===== config.mk =====
export PLATFORM = sky130hd
export DESIGN_NAME = pipeline_ctrl
export DESIGN_NICKNAME = d
export VERILOG_FILES = /design/src/rtl/cpu_types_pkg.sv /design/src/rtl/pipeline_ctrl_hazard_detect.sv /design/src/rtl/pipeline_ctrl.sv
export SDC_FILE = /design/constraint.sdc
export NUM_CORES = 1
export LEC_CHECK = 0
export CAP_MARGIN = 20
export CORE_AREA = 2 2 43 45
export CTS_BUF_LIST = sky130_fd_sc_hd__clkbuf_16
export DETAILED_ROUTE_END_ITERATION = 10
export DIE_AREA = 0 0 45 47
export GPL_ROUTABILITY_DRIVEN = 0
export PLACE_DENSITY = 0.75
export SYNTH_ARGS = -nofsm -noshare
export SYNTH_HDL_FRONTEND = slang
export SYNTH_SLANG_ARGS = --single-unit
export TNS_END_PERCENT = 100

===== constraint.sdc =====
create_clock -name CLK -period 1.15 [get_ports CLK]
set_input_delay 0.115 -clock CLK [delete_from_list [all_inputs] [get_ports CLK]]
set_output_delay 0.115 -clock CLK [all_outputs]
set_load 0.02 [all_outputs]

===== src/rtl/cpu_types_pkg.sv =====
// Shared core types used by the pipeline controller.
//
// Contents:
//   REGBITS_W     - register index width
//   regbits_t     - register index type
//   pctrl_state_t - pipeline controller FSM states
//                   RUN=0, DWAIT=1, REDIR=2, HALT=3
package cpu_types_pkg;

  localparam int REGBITS_W = 5;

  typedef logic [REGBITS_W-1:0] regbits_t;

  typedef enum logic [1:0] {
    RUN   = 2'd0,
    DWAIT = 2'd1,
    REDIR = 2'd2,
    HALT  = 2'd3
  } pctrl_state_t;

endpackage


===== src/rtl/pipeline_ctrl_hazard_detect.sv =====
// hazard_detect: purely combinational load-use hazard compare.
//
// A load sitting in ID_EX whose destination is read by the instruction in
// IF_ID cannot be forwarded in time, so the front end must hold for a cycle.
// Register 0 is hardwired to zero and never creates a hazard.
//
// Ports:
//   i_idex_dREN  in   load in ID_EX
//   i_idex_rd    in   destination register of ID_EX
//   i_ifid_rs1   in   first source register decoded in IF_ID
//   i_ifid_rs2   in   second source register decoded in IF_ID
//   o_load_use   out  load-use hazard present
module hazard_detect
  import cpu_types_pkg::*;
(
  input  logic     i_idex_dREN,
  input  regbits_t i_idex_rd,
  input  regbits_t i_ifid_rs1,
  input  regbits_t i_ifid_rs2,
  output logic     o_load_use
);

  assign o_load_use = i_idex_dREN && (i_idex_rd != '0) &&
                      ((i_idex_rd == i_ifid_rs1) || (i_idex_rd == i_ifid_rs2));

endmodule


===== src/rtl/pipeline_ctrl.sv =====
// pipeline_ctrl: stall/flush sequencer for one core's 5-stage pipeline.
//
// Arbitrates, highest priority first: halt > dcache wait > control-flow
// redirect > load-use hazard > icache miss. Only the FSM state is registered;
// every control output is combinational from state and inputs.
//
// Parameters:
//   CNT_W  width of the optional performance counters
//   REG_W  register index width (must match regbits_t)
//
// Ports:
//   CLK, nRST                    clock, asynchronous active-low reset
//   ihit, dhit                   icache hit / dcache access complete
//   exmem_dREN, exmem_dWEN       load / store in EX_MEM
//   redirect                     branch taken or jump resolved in EX_MEM
//   idex_dREN, idex_rd           load and its destination in ID_EX
//   ifid_rs1, ifid_rs2           sources decoded in IF_ID
//   memwb_halt                   halt reaching MEM_WB
//   pc_en, pc_redirect           PC update enable / redirect target select
//   *_en, *_flush                latch enables and bubble inserts
//   memwb_dhit                   dhit qualified for MEM_WB
//   dREN_o, dWEN_o               gated dcache request
//   halted                       sticky core-halted flag
//   state_o                      current FSM state (debug)
//
// Optional feature, macro PIPE_CTRL_PERF_EN: adds saturating counters
//   stall_cnt (cycles with PC held outside HALT), flush_cnt (redirects
//   applied) and dwait_cnt (cycles in DWAIT). All freeze in HALT.
module pipeline_ctrl
  import cpu_types_pkg::*;
#(
  parameter int CNT_W = 32,
  parameter int REG_W = 5
) (
  input  logic             CLK,
  input  logic             nRST,
  input  logic             ihit,
  input  logic             dhit,
  input  logic             exmem_dREN,
  input  logic             exmem_dWEN,
  input  logic             redirect,
  input  logic             idex_dREN,
  input  logic [REG_W-1:0] idex_rd,
  input  logic [REG_W-1:0] ifid_rs1,
  input  logic [REG_W-1:0] ifid_rs2,
  input  logic             memwb_halt,
  output logic             pc_en,
  output logic             pc_redirect,
  output logic             ifid_en,
  output logic             idex_en,
  output logic             exmem_en,
  output logic             memwb_en,
  output logic             ifid_flush,
  output logic             idex_flush,
  output logic             exmem_flush,
  output logic             memwb_flush,
  output logic             memwb_dhit,
  output logic             dREN_o,
  output logic             dWEN_o,
  output logic             halted,
  output logic [1:0]       state_o
`ifdef PIPE_CTRL_PERF_EN
  ,
  output logic [CNT_W-1:0] stall_cnt,
  output logic [CNT_W-1:0] flush_cnt,
  output logic [CNT_W-1:0] dwait_cnt
`endif
);

  // Elaboration-time parameter sanity.
  if (REG_W != REGBITS_W) begin : g_reg_w_check
    $error("REG_W must match regbits_t width");
  end
  if (CNT_W < 1) begin : g_cnt_w_check
    $error("CNT_W must be positive");
  end

  pctrl_state_t r_state;
  pctrl_state_t w_next;
  logic         w_mem;
  logic         w_stall;
  logic         w_load_use;

  hazard_detect u_hazard_detect (
    .i_idex_dREN (idex_dREN),
    .i_idex_rd   (idex_rd),
    .i_ifid_rs1  (ifid_rs1),
    .i_ifid_rs2  (ifid_rs2),
    .o_load_use  (w_load_use)
  );

  assign w_mem   = exmem_dREN | exmem_dWEN;
  // DWAIT holds until dhit regardless of the (frozen) EX_MEM request.
  assign w_stall = !dhit && ((r_state == DWAIT) || w_mem);
  assign halted  = (r_state == HALT);
  assign state_o = r_state;

  // Control decode and next-state selection in priority order. A completing
  // dcache access falls through to the lower-priority events, which is how a
  // redirect held during DWAIT gets applied on the dhit cycle.
  always_comb begin
    w_next      = r_state;
    pc_en       = 1'b1;
    pc_redirect = 1'b0;
    ifid_en     = 1'b1;
    idex_en     = 1'b1;
    exmem_en    = 1'b1;
    memwb_en    = 1'b1;
    ifid_flush  = 1'b0;
    idex_flush  = 1'b0;
    exmem_flush = 1'b0;
    memwb_flush = 1'b0;
    memwb_dhit  = 1'b0;
    dREN_o      = exmem_dREN;
    dWEN_o      = exmem_dWEN;

    if (r_state == HALT) begin
      pc_en    = 1'b0;
      ifid_en  = 1'b0;
      idex_en  = 1'b0;
      exmem_en = 1'b0;
      memwb_en = 1'b0;
      dREN_o   = 1'b0;
      dWEN_o   = 1'b0;
    end else if (memwb_halt) begin
      // Only MEM_WB advances so the halt retires; everything else freezes.
      pc_en    = 1'b0;
      ifid_en  = 1'b0;
      idex_en  = 1'b0;
      exmem_en = 1'b0;
      w_next   = HALT;
    end else if (w_stall) begin
      pc_en       = 1'b0;
      ifid_en     = 1'b0;
      idex_en     = 1'b0;
      exmem_en    = 1'b0;
      memwb_flush = 1'b1;
      w_next      = DWAIT;
    end else begin
      memwb_dhit = dhit && (w_mem || (r_state == DWAIT));
      w_next     = RUN;
      if (redirect) begin
        pc_redirect = 1'b1;
        ifid_flush  = 1'b1;
        idex_flush  = 1'b1;
        exmem_flush = 1'b1;
        w_next      = REDIR;
      end else if (w_load_use) begin
        pc_en      = 1'b0;
        ifid_en    = 1'b0;
        idex_flush = 1'b1;
      end else if (!ihit) begin
        pc_en      = 1'b0;
        ifid_flush = 1'b1;
      end
      // The fetch in flight during the redirect came from the old path.
      if (r_state == REDIR) begin
        ifid_flush = 1'b1;
      end
    end
  end

  // State register; reset abandons any outstanding dcache wait.
  always_ff @(posedge CLK or negedge nRST) begin
    if (!nRST) begin
      r_state <= RUN;
    end else begin
      r_state <= w_next;
    end
  end

  // A completed dcache access must always move EX_MEM on, otherwise the
  // same request would be reissued in the following cycle.
  a_dhit_advances : assert property (@(posedge CLK) disable iff (!nRST)
    (dhit && !memwb_halt && (r_state != HALT) && (w_mem || (r_state == DWAIT)))
      |-> exmem_en);

`ifdef PIPE_CTRL_PERF_EN
  // Saturating performance counters, frozen once the core has halted.
  always_ff @(posedge CLK or negedge nRST) begin
    if (!nRST) begin
      stall_cnt <= '0;
      flush_cnt <= '0;
      dwait_cnt <= '0;
    end else if (r_state != HALT) begin
      if (!pc_en && (stall_cnt != '1)) begin
        stall_cnt <= stall_cnt + CNT_W'(1);
      end
      if (pc_redirect && (flush_cnt != '1)) begin
        flush_cnt <= flush_cnt + CNT_W'(1);
      end
      if ((r_state == DWAIT) && (dwait_cnt != '1)) begin
        dwait_cnt <= dwait_cnt + CNT_W'(1);
      end
    end
  end
`endif

endmodule


Word-level counts from Yosys, hierarchy flattened

Cells that the tools add are included.

Flip-flop bits (word level): 2
Input port bits: 24
Output and inout bits: 16
Word-level logic and storage cells: 57

Bitwise logic cells: 1
Muxes and demuxes: 42
Reductions and logical operators: 8
Eq/ne operators: 5

Operators by type and width:

| operator           | count |
|---|---|
| $mux 1             | 39 |
| $eq 5x5->1         | 2 |
| $mux 2             | 3 |
| $reduce_bool 5->1  | 1 |
| $eq 2x2->1 const B | 2 |
| $logic_and 1x1->1  | 4 |
| $eq 2x1->1 const B | 1 |
| $logic_or 1x1->1   | 2 |
| $logic_not 1->1    | 1 |
| $or 1x1->1         | 1 |

Depth between registers and ports, before layout

Gate-level depths: netlist of the first run.

Depth after elaboration: 9
Gate-level depth with buffers: 6
Gate-level depth less buffers: 4

Hierarchy

Synthesis of the first run repeated with hierarchy kept, for this count alone.

Cell total of the unflattened synthesis: 46
Area, all modules: 392.9 um^2

By module, submodules not included:

| module        | seq. area each (um^2) | area an instance (um^2) | cells each | instances |
|---|---|---|---|---|
| pipeline_ctrl | 50.0                  | 267.8                   | 29         | 1 |
| hazard_detect | 0.0                   | 125.1                   | 17         | 1 |

Worst setup path before layout of the first run

No wires, ideal clock.

Kind: register -> output
From: register r_state[1], in the netlist state_o[1]
To: output port pc_redirect
Data arrival time: 1,453 ps
Path buffers: 2
Setup slack: -418 ps
Required time: 1,035 ps
Stages on the path, launching flop included: 6
Path through: dfrtp_1 o22ai_1 nand2b_1 clkbuf_1 nor2_1 buf_4

Word-level cells in the longest chain between the ends: 6
Elaborated cells between the ends (all ways): 7
Classes of those cells: eq/ne (2); mux (3); reduce/logical (2)

RTL lines:

| element                  | line                 | RTL |
|---|---|---|
| start: declaration       | pipeline_ctrl.sv:78  | `pctrl_state_t r_state;` |
| start signal: assignment | pipeline_ctrl.sv:168 | `r_state <= w_next;` |
| $eq 2x1->1               | pipeline_ctrl.sv:94  | `assign w_stall = !dhit && ((r_state == DWAIT) \|\| w_mem);` |
| $logic_or 1x1->1         | pipeline_ctrl.sv:94  |  |
| $logic_and 1x1->1        | pipeline_ctrl.sv:94  |  |
| $mux 1 (2 in a row)      | --                   |  |
| $mux 1 (*)               | --                   |  |
| end: declaration         | pipeline_ctrl.sv:48  | `output logic pc_redirect,` |

Every way passes the cells marked *; elsewhere a longest branch is shown, timed or not.

Worst setup path after layout of the first run

From: input port idex_rd[4]
To: output port ifid_flush

Word-level cells in the longest chain between the ends: 9
Elaborated cells between the ends (all ways): 12
Classes of those cells: eq/ne (2); mux (6); reduce/logical (4)

RTL lines:

| element                                                      | line                                                                 | RTL |
|---|---|---|
| start: declaration                                           | pipeline_ctrl.sv:43                                                  | `input logic [REG_W-1:0] idex_rd,` |
| $eq 5x5->1 / $reduce_bool 5->1 (equally long branches)       | pipeline_ctrl_hazard_detect.sv:24, pipeline_ctrl_hazard_detect.sv:23 |  |
| $logic_or 1x1->1 / $logic_and 1x1->1 (equally long branches) | pipeline_ctrl_hazard_detect.sv:24, pipeline_ctrl_hazard_detect.sv:23 |  |
| $logic_and 1x1->1 (*)                                        | pipeline_ctrl_hazard_detect.sv:23                                    | `assign o_load_use = i_idex_dREN && (i_idex_rd != '0) &&` |
| $mux 1 (*)                                                   | pipeline_ctrl.sv:148                                                 | `end else if (w_load_use) begin` |
| $mux 1 (*)                                                   | pipeline_ctrl.sv:142                                                 | `if (redirect) begin` |
| $mux 1 (*)                                                   | pipeline_ctrl.sv:157                                                 | `if (r_state == REDIR) begin` |
| $mux 1 (*)                                                   | pipeline_ctrl.sv:132                                                 | `end else if (w_stall) begin` |
| $mux 1 (*)                                                   | pipeline_ctrl.sv:125                                                 | `end else if (memwb_halt) begin` |
| $mux 1 (*)                                                   | pipeline_ctrl.sv:117                                                 | `if (r_state == HALT) begin` |
| end: declaration                                             | pipeline_ctrl.sv:53                                                  | `output logic ifid_flush,` |

Marked as above.

==> reports/results.ini, run 1 <==
[worst_setup_path]
crit_required_ns=1.03
path_buf_inv=2
startpoint_type=input pin
crit_chain=buf_6, or4_4, o21ai_4, nor3_4, a221oi_4, buf_6
critPathMaxStageDelay_ns=0.54
cp_slowest_cell=or4_4
arrival_ns=1.45
path_class=in2out
crit_family=simple AND/OR/NAND/NOR gates
end_kind=output port
path_common_cell=buf_6
worst-path-max-fanout=3

[finish]
diodes=0
syn_to_final_growth_pct=224.1
n_fill_cell=128
drive_above_1_share=0.5905
fin_util=0.6924
nets=131
layoutNonFillerInstCount=122
largest_reg_flops=2

[power]
pwr-share-clk=0.666
swShare=0.2075
p_seq_frac=0.090
netSwitchingPower_uw=164.2
internal-power_uw=626.8
power_density_nw_per_um2=691.6
p_leak_nw=0.5296
combPwrFrac=0.244
ir_drop_v=0.0007046
finalPower_uw=790.9

[route]
ant_nets=0
routed-via-count=563
drtIter0Drc=2
dr.pass1.iters=2
drc=0
viasPerCell=4.615
wl_per_cell_um=12.51
finalWirelength_um=1526

[grt]
grt_max_degree=7
grt_pass1_wl_um=2352
grt_pass1_vias=562
antenna_found_initial=0
gr-total-overflow=0
grt_usage=0.1627

[logic_synthesis]
ys_seq_elements=2
synth_top_cell_area_share=0.2482
yosysTopAreaCell=xnor2_1
synth_area_um2=352.8
synth_fp_nets=72
ys_types=22
synth_cells=48
syn-mean-instance-area_um2=7.351
ys_seq_area_frac=0.1418
synth_area_leaders=xnor2_1 25%, dfrtp_1 14%, nor2_1 5.3%
ys_warn_count=0

[clock_network]
numCtsBuffers=3
cts_buffer_depth=2
hold_buffers=0
htree_levels=1
clock-root-buffer=clkbuf_16
cts_sinks=2
path_clk_slew_ns=0.03
cts_tree=done
insertion_delay_ns=0.22

[hold_path]
hp-class=in2async

[timing]
setup_viol=15
fin_worst_skew_ns=0.002260
finalCriticalPeriod_ns=1.565
post-route-period-util=1.361
setup_slack_ns=-0.4148
hold_viol=0
final_max_slew_viol_count=0
rsz0062_at_grt=yes
relSlewSlack=0.7897
worst_slew_pin_slew_ns=0.3145
fmax_mhz=639.1

[floorplan]
pin_count=40
start_util=0.2136
die_w_um=45
rows=15
core_um2=1652
dieArea_um2=2115
die_y_um=47

[flow_run]
drv_cap=0

[place]
dp_cells=117
dp_hpwl_um=1065
port_buffers=39
place_ws_ns=-1.250

[outcome]
status=finished, violations left
violations=setup timing

## final cells by class
cell class	instances	area, um2	area share
tap	17	21.27	0.01860
timing repair buffer	57	566.8	0.4956
sequential	2	52.55	0.04595
inverter	4	20.02	0.01751
clock buffer	3	75.07	0.06565
multi-input combinational	39	407.9	0.3567
## metrics by stage
| step | hold slack [ns] | setup TNS, ns | area, um2 |
|---|---|---|---|
| 2_1_floorplan | -0.1806 | -1.179 | 435.4 |
| 3_3_place_gp | 0.2898 | -11.06 | 934.6 |
| 3_5_place_dp | 0.2970 | -11.24 | 934.6 |
| 4_1_cts | 0.06649 | -3.498 | 1117 |
| 5_1_grt | 0.07770 | -4.153 | 1144 |
| 6_report | 0.06903 | -3.614 | 1144 |
## repair_timing
item	4_1_cts	5_1_grt
gates cloned	0	0
pin swaps	14	9
buffers inserted	2	0
endpoints found under the setup margin	17	16
endpoints found under the hold margin	0	0
gates resized for setup	134	9
## worst reg2reg max path, delay by kind of cell, from the launching register on
family | cells | cell delay [ns]
buf+inv | 3 | 0.28
flops | 1 | 0.42
simple gates | 2 | 0.43
## Yosys cell counts
master / count
o22ai_1: 2
o21ba_1: 1
nor2_1: 5
buf_4: 2
or4_1: 1
or3_1: 2
nand3_1: 2
nand2b_1: 1
o2bb2ai_1: 1
inv_1: 4
clkbuf_1: 1
dfrtp_1: 2
and2_1: 2
xnor2_1: 10
a211oi_2: 1
a221oi_2: 1
and3_1: 2
nand2_1: 3
nor3b_1: 1
o21ai_2: 1
nor3_1: 1
a21oi_1: 2
## routing by layer
| metal | up-vias | GRT usage | share of wire |
|---|---|---|---|
| met3 | 4 | 0.03077 | 0.073 |
| met2 | 29 | 0.3229 | 0.58 |
| met5 | - | 0 | 0 |
| met1 | 251 | 0.1498 | 0.33 |
| li1 | 279 | - | - |
| met4 | 0 | 0.1059 | 0.020 |
## layout by cell type, fill, tap and decap left out, drive strengths merged, types with 2 or more instances in the layout
master	instances
nand3	2
and2	2
xnor2	10
dlygate4sd2	7
and3	2
clkdlybuf4s50	7
buf	35
inv	4
clkbuf	4
o22ai	2
dlymetal6s2s	5
a21oi	2
dfrtp	2
nand2	3
clkdlybuf4s15	2
nor2	5
or3	2
## power groups by stage
stage / registers [mW] / clock network, mW / logic, mW
after floorplan: 0.0716 / 0 / 0.0621
after global placement: 0.0716 / 0 / 0.187
after detailed placement: 0.0716 / 0 / 0.190
after CTS: 0.0709 / 0.529 / 0.192
after global routing: 0.0709 / 0.541 / 0.207
final: 0.0709 / 0.527 / 0.193
## path summary, 6_finish.rpt
check	end	cells after the start	from	slack [ns]
max	ifid_flush	6	idex_rd[4]	-0.41
min reg2reg	state_o[0]$_DFFE_PN0N_	4	state_o[1]$_DFFE_PN0N_	0.79
max in group asynchronous	state_o[1]$_DFFE_PN0N_	1	nRST	0.93
min	state_o[0]$_DFFE_PN0N_	1	nRST	0.07
min in group CLK	state_o[1]$_DFFE_PN0N_	5	dhit	0.57
max reg2reg	state_o[1]$_DFFE_PN0N_	5	state_o[0]$_DFFE_PN0N_	-0.11
## logic make-up after synthesis
kind of cell,count (synthesis),synth area share
simple gates,20,0.2943
flops,2,0.1418
xor+xnor,10,0.2482
compound gates,9,0.2198
buf+inv,7,0.09571
Note: power is estimated with default switching activity, not from simulation.
==> inputs of run 2 (changes only) <==
CORE_AREA = 2 2 40 42   (was 2 2 43 45)
CTS_CLUSTER_SIZE = 28   (was unset)
DIE_AREA = 0 0 42 44   (was 0 0 45 47)
PLACE_DENSITY = 0.82   (was 0.75)
clock period = 1.6 ns   (was 1.15 ns; I/O delays follow)
==> run 2 against run 1 <==
- total power is 27% lower
- clock skew increased by 0.00080 ns
- largest power group unchanged
- final area is 10% lower
- global-route usage up 2.6 points
- critical endpoint is now memwb_dhit
- setup slack better by 0.42 ns
- first-iteration DRC count is the same
- via count increased by 5.3%
- hold slack better by 0.033 ns
- die area decreased by 13%
- the flow now finishes without violations
- cell count fell by 2.5%
==> reports/results.ini, run 2 (same netlist as run 1, synthesis figures left out) <==
[floorplan]
core_um2=1419
rows=14
dieArea_um2=1848
start_util=0.2487
die_w_um=42
pin_count=40
die_y_um=44

[power]
combPwrFrac=0.245
p_leak_nw=0.5376
pwr-share-clk=0.666
ir_drop_v=0.0004991
netSwitchingPower_uw=122.8
swShare=0.2123
internal-power_uw=455.6
finalPower_uw=578.4
p_seq_frac=0.088
power_density_nw_per_um2=564.5

[timing]
fin_worst_skew_ns=0.003063
final_max_slew_viol_count=0
holdWs_ns=0.1020
setup_viol=0
relSlewSlack=0.8368
finalCriticalPeriod_ns=1.595
worst_slew_pin_slew_ns=0.2441
rsz0062_at_grt=yes
post-route-period-util=0.9967
fmax_mhz=627.0
hold_viol=0

[clock_network]
clock-root-buffer=clkbuf_16
cts_tree=done
htree_levels=1
cts_sinks=2
insertion_delay_ns=0.23
path_clk_slew_ns=0.03
cts_buffer_depth=2
hold_buffers=0
numCtsBuffers=3

[worst_setup_path]
arrival_ns=1.43
end_kind=output port
crit_required_ns=1.44
path_class=reg2out
worst-path-max-fanout=3
startpoint_type=flip-flop
rrSetupSlack_ns=0.31

[route]
dr.pass1.iters=4
wl_per_cell_um=15.15
drtIter0Drc=2
routed-via-count=593
viasPerCell=4.983
ant_nets=0
drc=0
finalWirelength_um=1803

[outcome]
status=completed

[finish]
nets=129
layoutNonFillerInstCount=119
final_cell_mix=17 x buf_4, 10 x dlymetal6s2s_1, 9 x xnor2_1, 7 x dlygate4sd2_1, 7 x clkdlybuf4s50_1
largest_reg_flops=2
n_fill_cell=115
drive_above_1_share=0.4757
diodes=0
syn_to_final_growth_pct=190.4
layout_commonest_cell=buf_4

[grt]
grt_pass1_wl_um=2456
grt_usage=0.1885
grt_max_degree=8
gr-total-overflow=0
antenna_found_initial=0
grt_pass1_vias=610

[hold_path]
hp-class=in2async

[flow_run]
drv_cap=0

[place]
port_buffers=39
dp_hpwl_um=1238
dp_cells=115

==> run 2: cell count changes in the layout (fill, tap and decap cells not counted), moves of 2 or more <==
cell / delta
and2_1: +2
inv_1: +2
nor2_2: +2
buf_4: +6
inv_4: -2
nor2_4: -3
dlymetal6s2s_1: +5
dfrtp_1: +2
buf_6: -17
clkdlybuf4s15_2: +3
dfrtp_2: -2
and2_4: -2
==> run 2: path summary, 6_finish.rpt <==
kind	from	endpoint	cells after the start
max in group asynchronous	nRST	state_o[0]$_DFFE_PN0N_	1
min in group CLK	dhit	state_o[1]$_DFFE_PN0N_	5
setup / recovery	state_o[0]$_DFFE_PN0N_	memwb_dhit	4
hold / removal	nRST	state_o[1]$_DFFE_PN0N_	1
setup reg to reg	state_o[1]$_DFFE_PN0N_	state_o[1]$_DFFE_PN0N_	5
hold reg to reg	state_o[0]$_DFFE_PN0N_	state_o[0]$_DFFE_PN0N_	4
==> run 2: power groups by stage <==
| stage | Combinational, mW | Sequential, mW | Clock [mW] |
|---|---|---|---|
| floorplan | 0.0380 | 0.0515 | 0 |
| global placement | 0.128 | 0.0515 | 0 |
| detailed placement | 0.132 | 0.0515 | 0 |
| CTS | 0.135 | 0.0510 | 0.387 |
| global route | 0.152 | 0.0510 | 0.390 |
| finish | 0.142 | 0.0510 | 0.385 |
==> run 2: layer usage <==
layer  GRT usage  share of wire  vias up
li1            -              -      276
met1      0.1421           0.31      271
met2      0.3875           0.56       39
met3     0.07917          0.097        7
met4      0.1097          0.036        0
met5           0              0        -
==> run 2: area by class of cell <==
cell class	instances	area (um2)	share of cell area
Timing Repair Buffer	55	521.8	0.5092
Clock buffer	3	75.07	0.07326
Multi-Input combinational cell	39	342.8	0.3346
Sequential cell	2	50.05	0.04884
Inverter	4	15.01	0.01465
Tap cell	16	20.02	0.01954
==> run 2: through the flow <==
step,util,TNS [ns],instance area [um2],setup WS (ns)
after global placement,0.6058,-5.411,859.6,-0.7388
after floorplan,-,0,355.3,0.1038
after global routing,0.7222,-0.07422,1025,-0.02497
after detailed placement,0.6058,-5.600,859.6,-0.7985
after CTS,0.6711,-0.07668,952.2,-0.03662
final,0.7222,0,1025,0.005215
==> run 2: worst max-delay path, cell delays in order, from the launching register on <==
cell     delay, ns
dfrtp_1       0.39
buf_6         0.13
or3_4         0.39
and3_4        0.18
buf_6         0.12
==> run 2: repair_timing <==
action	in CTS	in global routing
buffers inserted	1	0
gates resized for setup	72	23
endpoints found under the setup margin	14	6
pin swaps	4	9
